**config.mk**
```make
export PLATFORM = sky130hd
export DESIGN_NAME = text_top_renderer
export DESIGN_NICKNAME = d
export VERILOG_FILES = /design/src/rtl/text_top_renderer_pkg.sv /design/src/rtl/text_row_shifter.sv /design/src/rtl/text_top_renderer.sv
export SDC_FILE = /design/constraint.sdc
export NUM_CORES = 1
export LEC_CHECK = 0
export CAP_MARGIN = 25
export CORE_AREA = 5 5 169 171
export DETAILED_ROUTE_END_ITERATION = 6
export DIE_AREA = 0 0 174 176
export GPL_ROUTABILITY_DRIVEN = 0
export SLEW_MARGIN = 40
export SYNTH_ARGS = -nofsm -noshare
export SYNTH_HDL_FRONTEND = slang
export SYNTH_SLANG_ARGS = --single-unit
```
**constraint.sdc**
```tcl
create_clock -name clk -period 2.18 [get_ports clk]
set_input_delay 0.436 -clock clk [delete_from_list [all_inputs] [get_ports clk]]
set_output_delay 0.436 -clock clk [all_outputs]
set_load 0.005 [all_outputs]
```
**src/rtl/text_top_renderer_pkg.sv**
```systemverilog
// Shared constants for the top text banner: default geometry, colours and
// renderer state encodings.
package text_top_renderer_pkg;

   localparam logic [9:0] DEF_X0     = 10'd215;
   localparam logic [9:0] DEF_Y0     = 10'd40;
   localparam int         DEF_WIDTH  = 210;
   localparam int         DEF_HEIGHT = 25;

   localparam logic [7:0] COLOR_FG   = 8'hFF;
   localparam logic [7:0] COLOR_BG   = 8'h00;

   typedef enum logic [1:0] {
      ST_IDLE  = 2'd0,
      ST_ARM   = 2'd1,
      ST_LOAD  = 2'd2,
      ST_SHIFT = 2'd3
   } state_t;

   function automatic logic [7:0] pick_colour(input logic on,
                                              input logic [7:0] fg,
                                              input logic [7:0] bg);
      return on ? fg : bg;
   endfunction

endpackage

```
**src/rtl/text_row_shifter.sv**
```systemverilog
// Load/shift register holding one banner row, MSB first, plus a saturating
// column counter that flags the last bit of the row.
module text_row_shifter
   import text_top_renderer_pkg::*;
#(
   parameter int WIDTH = DEF_WIDTH
) (
   input  logic             clk,
   input  logic             rst_n,
   input  logic             load,
   input  logic             shift,
   input  logic [WIDTH-1:0] din,
   output logic             bit_out,
   output logic             last
);

   logic [WIDTH-1:0] shreg_r;
   logic [7:0]       col_r;

   // Row register and column counter; load wins over shift.
   always_ff @(posedge clk or negedge rst_n) begin
      if (!rst_n) begin
         shreg_r <= '0;
         col_r   <= 8'd0;
      end else if (load) begin
         shreg_r <= din;
         col_r   <= 8'd0;
      end else if (shift) begin
         shreg_r <= {shreg_r[WIDTH-2:0], 1'b0};
         if (col_r != 8'hFF) begin
            col_r <= col_r + 8'd1;
         end else begin
            col_r <= col_r;
         end
      end else begin
         shreg_r <= shreg_r;
         col_r   <= col_r;
      end
   end

   assign bit_out = shreg_r[WIDTH-1];
   assign last    = (col_r == 8'(WIDTH - 1));

endmodule

```
**src/rtl/text_top_renderer.sv**
```systemverilog
// Top text banner pixel stage: fetches one glyph ROM row per banner line and
// shifts it out one bit per pixel tick into registered text_on / rgb.
module text_top_renderer
   import text_top_renderer_pkg::*;
#(
   parameter logic [9:0] X0     = DEF_X0,
   parameter logic [9:0] Y0     = DEF_Y0,
   parameter int         WIDTH  = DEF_WIDTH,
   parameter int         HEIGHT = DEF_HEIGHT,
   parameter logic [7:0] FG     = COLOR_FG,
   parameter logic [7:0] BG     = COLOR_BG
) (
   input  logic             clk,
   input  logic             rst_n,
   input  logic             pixel_tick,
   input  logic             video_on,
   input  logic [9:0]       pixel_x,
   input  logic [9:0]       pixel_y,
   output logic [7:0]       rom_addr,
   input  logic [WIDTH-1:0] rom_data,
   output logic             text_on,
   output logic [7:0]       rgb
);

   localparam logic [9:0] X_ARM    = X0 - 10'd1;
   localparam logic [9:0] HEIGHT_W = 10'(HEIGHT);

   state_t     state_r;
   state_t     state_next_s;
   logic [9:0] row_s;
   logic       line_start_s;
   logic       abort_s;
   logic       load_s;
   logic       shift_s;
   logic       addr_we_s;
   logic       text_on_next_s;
   logic       bit_s;
   logic       last_s;

   // Row index wraps below Y0, so the unsigned compare rejects lines above the banner.
   assign row_s        = pixel_y - Y0;
   assign line_start_s = pixel_tick && video_on && (pixel_x == X_ARM) &&
                         (pixel_y >= Y0) && (row_s < HEIGHT_W);
   assign abort_s      = pixel_tick && !video_on;

   always_ff @(posedge clk or negedge rst_n) begin
      if (!rst_n) begin
         state_r <= ST_IDLE;
      end else begin
         state_r <= state_next_s;
      end
   end

   always_comb begin
      state_next_s = state_r;
      case (state_r)
         ST_IDLE: begin
            if (line_start_s) state_next_s = ST_ARM;
            else              state_next_s = ST_IDLE;
         end
         ST_ARM: begin
            if (abort_s) state_next_s = ST_IDLE;
            else         state_next_s = ST_LOAD;
         end
         ST_LOAD: begin
            if (abort_s) state_next_s = ST_IDLE;
            else         state_next_s = ST_SHIFT;
         end
         ST_SHIFT: begin
            // Abort outranks the end-of-row return.
            if (abort_s)                  state_next_s = ST_IDLE;
            else if (pixel_tick && last_s) state_next_s = ST_IDLE;
            else                          state_next_s = ST_SHIFT;
         end
         default: state_next_s = ST_IDLE;
      endcase
   end

   always_comb begin
      load_s         = 1'b0;
      shift_s        = 1'b0;
      addr_we_s      = 1'b0;
      text_on_next_s = 1'b0;
      case (state_r)
         ST_IDLE:  addr_we_s = line_start_s;
         ST_ARM:   load_s    = 1'b0;
         ST_LOAD:  load_s    = !abort_s;
         ST_SHIFT: begin
            shift_s        = pixel_tick && video_on;
            text_on_next_s = shift_s ? bit_s : 1'b0;
         end
         default: begin
            load_s  = 1'b0;
            shift_s = 1'b0;
         end
      endcase
   end

   text_row_shifter #(
      .WIDTH (WIDTH)
   ) u_shifter (
      .clk     (clk),
      .rst_n   (rst_n),
      .load    (load_s),
      .shift   (shift_s),
      .din     (rom_data),
      .bit_out (bit_s),
      .last    (last_s)
   );

   // Registered outputs; pixel outputs move only on pixel_tick.
   always_ff @(posedge clk or negedge rst_n) begin
      if (!rst_n) begin
         rom_addr <= 8'd0;
         text_on  <= 1'b0;
         rgb      <= BG;
      end else begin
         if (addr_we_s) begin
            rom_addr <= row_s[7:0];
         end else begin
            rom_addr <= rom_addr;
         end
         if (pixel_tick) begin
            text_on <= text_on_next_s;
            rgb     <= pick_colour(text_on_next_s, FG, BG);
         end else begin
            text_on <= text_on;
            rgb     <= rgb;
         end
      end
   end

endmodule

```
==> results.json, run 1 <==
{
  "worstSetupPathType": "reg -> out",
  "cts.path.max_buffers": 3,
  "final_common_cell": "nand2_1",
  "first_iter_violations": 592,
  "antenna_found_initial": 0,
  "ys_top_cells_by_area": "dfrtp_1, nand2_1, a22oi_1",
  "io_buffers": 250,
  "critPathRequiredTime_ns": 1.74,
  "p_per_area_nw_per_um2": 938.1,
  "grt_max_degree": 60,
  "clk_pin_slew_worst_paths_ns": 0.06,
  "yosys.area.top_type_share_pct": 57.19,
  "num_antenna_cells": 0,
  "hold_ws_ns": 0.4561,
  "drv_slew": 0,
  "cpPeakStageDelay_ns": 0.58,
  "crit_arrival_ns": 1.61,
  "gr-total-overflow": 0,
  "track_usage_pct": 16.92,
  "drc": 0,
  "synth_area_leader_cell": "dfrtp_1",
  "dp_hpwl_um": 18330,
  "worstMarginPinSlew_ns": 0.4888,
  "vias": 8316,
  "slew_headroom_pct": 67.41,
  "crit_family": "buffers and inverters",
  "ant_nets": 0,
  "worst-path-buf-inv": 1,
  "synthArstFlopShare_pct": 100.0,
  "min_path_type": "in -> async",
  "critPathLaunchType": "register",
  "fin_worst_skew_ns": 0.01148,
  "routed_wirelength_um": 26280,
  "cap_violations": 0,
  "finalSetupTns_ns": 0,
  "cts_tree": "yes",
  "vias_per_cell": 5.061,
  "drtPass1Iterations": 5,
  "htreeDepth": 1,
  "ys_ff_latch": 229,
  "setup_viol": 0,
  "final_cell_area_sq_um": 14010,
  "end_kind": "primary output",
  "hold_viol": 0,
  "final_nets": 1523,
  "die_y_um": 176,
  "cts_root_buf": "clkbuf_16",
  "std_cell_rows": 60,
  "ff2ff_setup_slack_ns": 0.23,
  "syn_area_sq_um": 10020,
  "synth_edf_count": 0,
  "critPathMaxFanout": 10,
  "cp_slowest_cell": "clkdlybuf4s50_1",
  "period_needed_ns": 2.048,
  "synth_cells": 1030,
  "worstSkewPairLatency_ns": 0.50,
  "place_inst": 1599,
  "ys_seq_area_share_pct": 57.19,
  "syn_avg_cell_area_sq_um": 9.729,
  "fmax_ghz": 0.4884,
  "timing.final.ws_setup_ns": 0.1323,
  "p_leak_nw": 6.595,
  "drive_above_1_share_pct": 8.602,
  "rsz0062_at_grt": "false",
  "period_share_pct": 93.93,
  "post_dp_cell_area_sq_um": 13200,
  "status": "completed",
  "crit_chain": "clkdlybuf4s50_1",
  "synthesis.nets": 1267,
  "ios": 251,
  "avgRoutedWirePerCell_um": 15.99,
  "die_x_um": 174,
  "area_delta_synth_final_pct": 39.81,
  "yosysWarnings": 0,
  "layout_common_cells": "nand2_1, clkdlybuf4s50_1, dfrtp_1",
  "core_sq_um": 26730,
  "grt_pass1_vias": 8564,
  "pre_cts_slack_ns": -0.3578,
  "vdd_drop_max_uv": 517.5,
  "die_area_sq_um": 30620,
  "cts.sinks": 229,
  "floorplan.initialDensity_pct": 37.50,
  "grt_pass1_wl_um": 43640,
  "rr_startpoint": "u_shifter.col_r[0]$_DFFE_PN0P_",
  "cts_made_buffers": 25,
  "cp-startpoint": "rgb[6]$_DFFE_PN0P_",
  "finalNonFillerCells": 1643,
  "synth_cell_types": 46,
  "synthFlopType": "dfrtp_1"
}
-- sequential cells by signal, indices dropped and copies added, names as in the netlist --
name               cells
rgb                    1
rom_addr               8
state_r                2
u_shifter.col_r        8
u_shifter.shreg_r    210
-- per-stage QoR --
step / utilization [%] / power, mW
floorplan: - / 7.850
global placement: 49.38 / 9.018
global route: 52.42 / 14.05
detailed placement: 49.38 / 9.129
CTS: 52.42 / 13.33
finish: 52.42 / 13.14
-- layer usage --
layer / track usage [%] / vias to the layer above / part of all wire [%]
met5: 0 / - / 0
met4: 3.464 / 0 / 1.5
met3: 3.662 / 25 / 5.6
met2: 27.66 / 212 / 47
met1: 23.46 / 4006 / 46
li1: - / 4073 / -
-- area by class of cell --
class | count | area, sq um
multi-input combinational | 709 | 3782
tap | 341 | 426.7
inverter | 10 | 37.54
clock buffer | 32 | 681.9
sequential | 229 | 5731
clock inverter | 11 | 120.1
timing repair buffer | 311 | 3231
fill | 2421 | 12720
-- where the power goes --
part           total (mW)  switching, mW  internal, mW
clock                4.11           1.66          2.44
sequential           6.30          0.731          5.57
combinational        2.74           1.38          1.36
-- Yosys cell counts, types with 2 or more instances --
master / instances
nand2_1: 424
dfrtp_1: 229
a22oi_1: 207
buf_2: 44
buf_4: 20
clkbuf_1: 13
inv_1: 10
a21oi_1: 5
buf_6: 5
o21ai_0: 5
and3_1: 4
mux2_4: 4
mux2i_1: 4
nand3_1: 4
nor2_1: 4
or4_1: 4
ha_1: 3
nand2b_1: 3
nor2b_1: 3
nor4bb_1: 3
o31ai_1: 3
and4_4: 2
nand4_1: 2
nor3_1: 2
nor4b_1: 2
-- final timing paths --
path                                                       to  depth (start not counted)
hold / removal             u_shifter.shreg_r[149]$_DFFE_PN0P_                          2
min in group clk             u_shifter.shreg_r[0]$_DFFE_PN0P_                          3
max in group asynchronous  u_shifter.shreg_r[204]$_DFFE_PN0P_                          3
hold reg to reg             u_shifter.shreg_r[89]$_DFFE_PN0P_                          2
setup reg to reg               u_shifter.col_r[3]$_DFFE_PN0P_                          5
setup / recovery                                       rgb[0]                          1
-- what timing repair did --
| item | CTS | global route |
|---|---|---|
| resized for setup | 0 | 0 |
| hold buffers | 1 | 0 |
| endpoints found under the setup margin | 0 | 0 |
| endpoints found under the hold margin | 51 | 0 |
| buffers inserted | 0 | 0 |
-- logic make-up (layout without fill, tap and decap cells) --
family | count (synthesis) | count (layout) | synth area share, %
adder cells (fa/ha/maj) | 3 | 3 | 0.3746
buffers and inverters | 92 | 364 | 5.119
AND/OR/NAND/NOR | 466 | 466 | 18.90
flip-flops | 229 | 229 | 57.19
AO/OA/AOI/OAI | 232 | 232 | 17.42
multiplexers | 8 | 8 | 0.9989
Note: power is estimated with default switching activity, not from simulation.
==> inputs of run 2 (changes only) <==
- ABC_AREA: not set -> 1
- CORE_AREA: 5 5 169 171 -> 5 5 174 176
- DIE_AREA: 0 0 174 176 -> 0 0 179 181
- PLACE_DENSITY: not set -> 0.65
- clock period: 2.18 -> 1.8 ns (I/O delays scaled with it)
==> run 2 against run 1 <==
Against the previous run: setup slack worse by 0.068 ns; synthesized cell count up 7.4%; register-to-register slack better by 0.02 ns; final cell count up 7.0%; sequential cell count unchanged; clock power up 27%; wire length up 1.6%; power up 49%; clock skew up 0.0015 ns; sequential share of layout area down 1.2 points; global-route usage down 0.65 points; critical endpoint is now rom_addr[6]; clock-buffer cell count up 5.
==> results.json, run 2 <==
{
  "cp_slowest_cell": "clkdlybuf4s50_1",
  "drtPass1Iterations": 4,
  "worstSetupPathType": "reg -> out",
  "grt_pass1_wl_um": 44060,
  "intPower_mw": 13.61,
  "grt_use_met1_pct": 22.71,
  "fin_worst_skew_ns": 0.01294,
  "yosysWarnings": 0,
  "synthesis.nets": 1343,
  "ios": 251,
  "vias": 8662,
  "critPathMaxFanout": 2,
  "min_path_type": "in -> async",
  "p_total_mw": 19.54,
  "io_buffers": 250,
  "yosysMostFrequentCell": "nand2_1",
  "layout_common_cells": "nand2_1, inv_1, clkdlybuf4s50_1",
  "critPathLaunchType": "register",
  "switching_share_pct": 30.33,
  "worstSkewPairLatency_ns": 0.51,
  "cts.sinks": 229,
  "final_common_cell": "nand2_1",
  "synth_cell_types": 32,
  "core_sq_um": 28470,
  "slew_headroom_pct": 68.97,
  "reg_top3": "u_shifter.shreg_r (210), rom_addr (8), u_shifter.col_r (8)",
  "rsz0062_at_grt": "false",
  "die_y_um": 181,
  "hold_viol": 0,
  "globalRouteMet3Util_pct": 2.906,
  "clk_pin_slew_worst_paths_ns": 0.06,
  "finalNonFillerCells": 1758,
  "drv_slew": 0,
  "final_nets": 1593,
  "top_register": "u_shifter.shreg_r",
  "gr-total-overflow": 0,
  "cts_tree": "yes",
  "std_cell_rows": 62,
  "worstMarginPinSlew_ns": 0.4655,
  "pre_cts_slack_ns": -0.3574,
  "fmax_ghz": 0.5761,
  "worst-path-buf-inv": 1,
  "avgRoutedWirePerCell_um": 15.19,
  "period_share_pct": 96.43,
  "synth_edf_count": 0,
  "cts_made_buffers": 25,
  "cts.path.max_buffers": 3,
  "dp_hpwl_um": 19250,
  "track_usage_pct": 16.26,
  "crit_family": "buffers and inverters",
  "syn_avg_cell_area_sq_um": 9.596,
  "die_area_sq_um": 32400,
  "post_dp_cell_area_sq_um": 13550,
  "cpPeakStageDelay_ns": 0.52,
  "setup_viol": 0,
  "synth_common_cells": "nand2_1, inv_1, dfrtp_1",
  "floorplan.initialDensity_pct": 37.28,
  "synthFlopType": "dfrtp_1",
  "status": "completed",
  "die_x_um": 179,
  "place_inst": 1710,
  "largest_reg_flops": 210,
  "grt_most_used_layer": "met2",
  "ys_seq_area_share_pct": 54.00,
  "final_cell_area_sq_um": 14440,
  "cts_root_buf": "clkbuf_16",
  "synthArstFlopShare_pct": 100.0,
  "period_needed_ns": 1.736,
  "vias_per_cell": 4.927,
  "vdd_drop_max_uv": 550.9,
  "crit_arrival_ns": 1.38,
  "antenna_found_initial": 1,
  "drive_above_1_share_pct": 7.502,
  "area_delta_synth_final_pct": 36.06,
  "first_iter_violations": 559,
  "use_met2_pct": 26.08,
  "p_per_area_nw_per_um2": 1353,
  "seq_power_share_pct": 42.5,
  "p_comb_share_pct": 30.7,
  "grt_max_degree": 62,
  "ant_nets": 0,
  "critPathRequiredTime_ns": 1.44,
  "pwr-share-clk_pct": 26.8,
  "p_leak_nw": 6.675,
  "cap_violations": 0,
  "grt_pass1_vias": 8721,
  "drc": 0,
  "routed_wirelength_um": 26700,
  "hold_ws_ns": 0.3508,
  "htreeDepth": 1,
  "yosys.area.top_type_share_pct": 54.00,
  "crit_chain": "clkdlybuf4s50_1",
  "end_kind": "primary output",
  "synth_area_leader_cell": "dfrtp_1",
  "p_switching_mw": 5.926,
  "syn_area_sq_um": 10610,
  "ys_ff_latch": 229,
  "synth_cells": 1106,
  "ys_top_cells_by_area": "dfrtp_1, o221ai_1, nand2_1",
  "timing.final.ws_setup_ns": 0.06422
}
run 2: repair_timing:
action                     4_1_cts  5_1_grt
hold endpoints to repair        44        0
hold buffers                     1        0
gates resized for setup         12        8
setup buffers                    2        0
setup endpoints to repair        9        8
run 2: kinds of logic after synthesis:
| logic type | synth area share [%] |
|---|---|
| AO/OA/AOI/OAI | 18.23 |
| XOR/XNOR | 0.3301 |
| adder cells (fa/ha/maj) | 0.3537 |
| buffers and inverters | 14.71 |
| flip-flops | 54.00 |
| AND/OR/NAND/NOR | 12.38 |
run 2: final timing paths:
kind	from	endpoint	cells past startpoint	slack (ns)
max in group asynchronous	rst_n	u_shifter.shreg_r[19]$_DFFE_PN0P_	3	0.80
max	rom_addr[6]$_DFFE_PN0P_	rom_addr[6]	1	0.06
min	rst_n	rom_addr[7]$_DFFE_PN0P_	2	0.35
min reg2reg	rom_addr[1]$_DFFE_PN0P_	rom_addr[1]$_DFFE_PN0P_	2	0.49
min in group clk	rom_data[0]	u_shifter.shreg_r[0]$_DFFE_PN0P_	3	0.42
max reg2reg	state_r[0]$_DFF_PN0_	u_shifter.shreg_r[154]$_DFFE_PN0P_	8	0.25
run 2: per-layer routing:
layer	wire length, um	vias to the layer above
met1	11790	4166
li1	-	4223
met2	12690	225
met4	753	0
met3	1466	48
met5	0	-
run 2: power by group through the flow:
| stage | clock network (mW) | logic (mW) | registers [mW] |
|---|---|---|---|
| after detailed placement | 0 | 6.07 | 8.39 |
| after floorplan | 0 | 4.56 | 8.22 |
| after CTS | 5.42 | 6.10 | 8.31 |
| after global routing | 5.64 | 6.89 | 8.54 |
| final | 5.24 | 6.00 | 8.30 |
| after global placement | 0 | 5.87 | 8.32 |
run 2: through the flow:
stage	utilization [%]	setup TNS [ns]
2_1_floorplan	-	0
3_3_place_gp	47.58	-31.61
3_5_place_dp	47.58	-39.69
4_1_cts	50.64	0
5_1_grt	50.72	0
6_report	50.72	0
run 2: final cells by class:
type | count | area, sq um
repair buffers | 300 | 3108
clock buffers | 37 | 730.7
inverters | 245 | 932.1
flip-flops and latches | 229 | 5732
fillers | 2579 | 14030
clock inverters | 7 | 122.6
multi-input cells | 555 | 3332
well taps | 384 | 480.5
diodes | 1 | 2.502
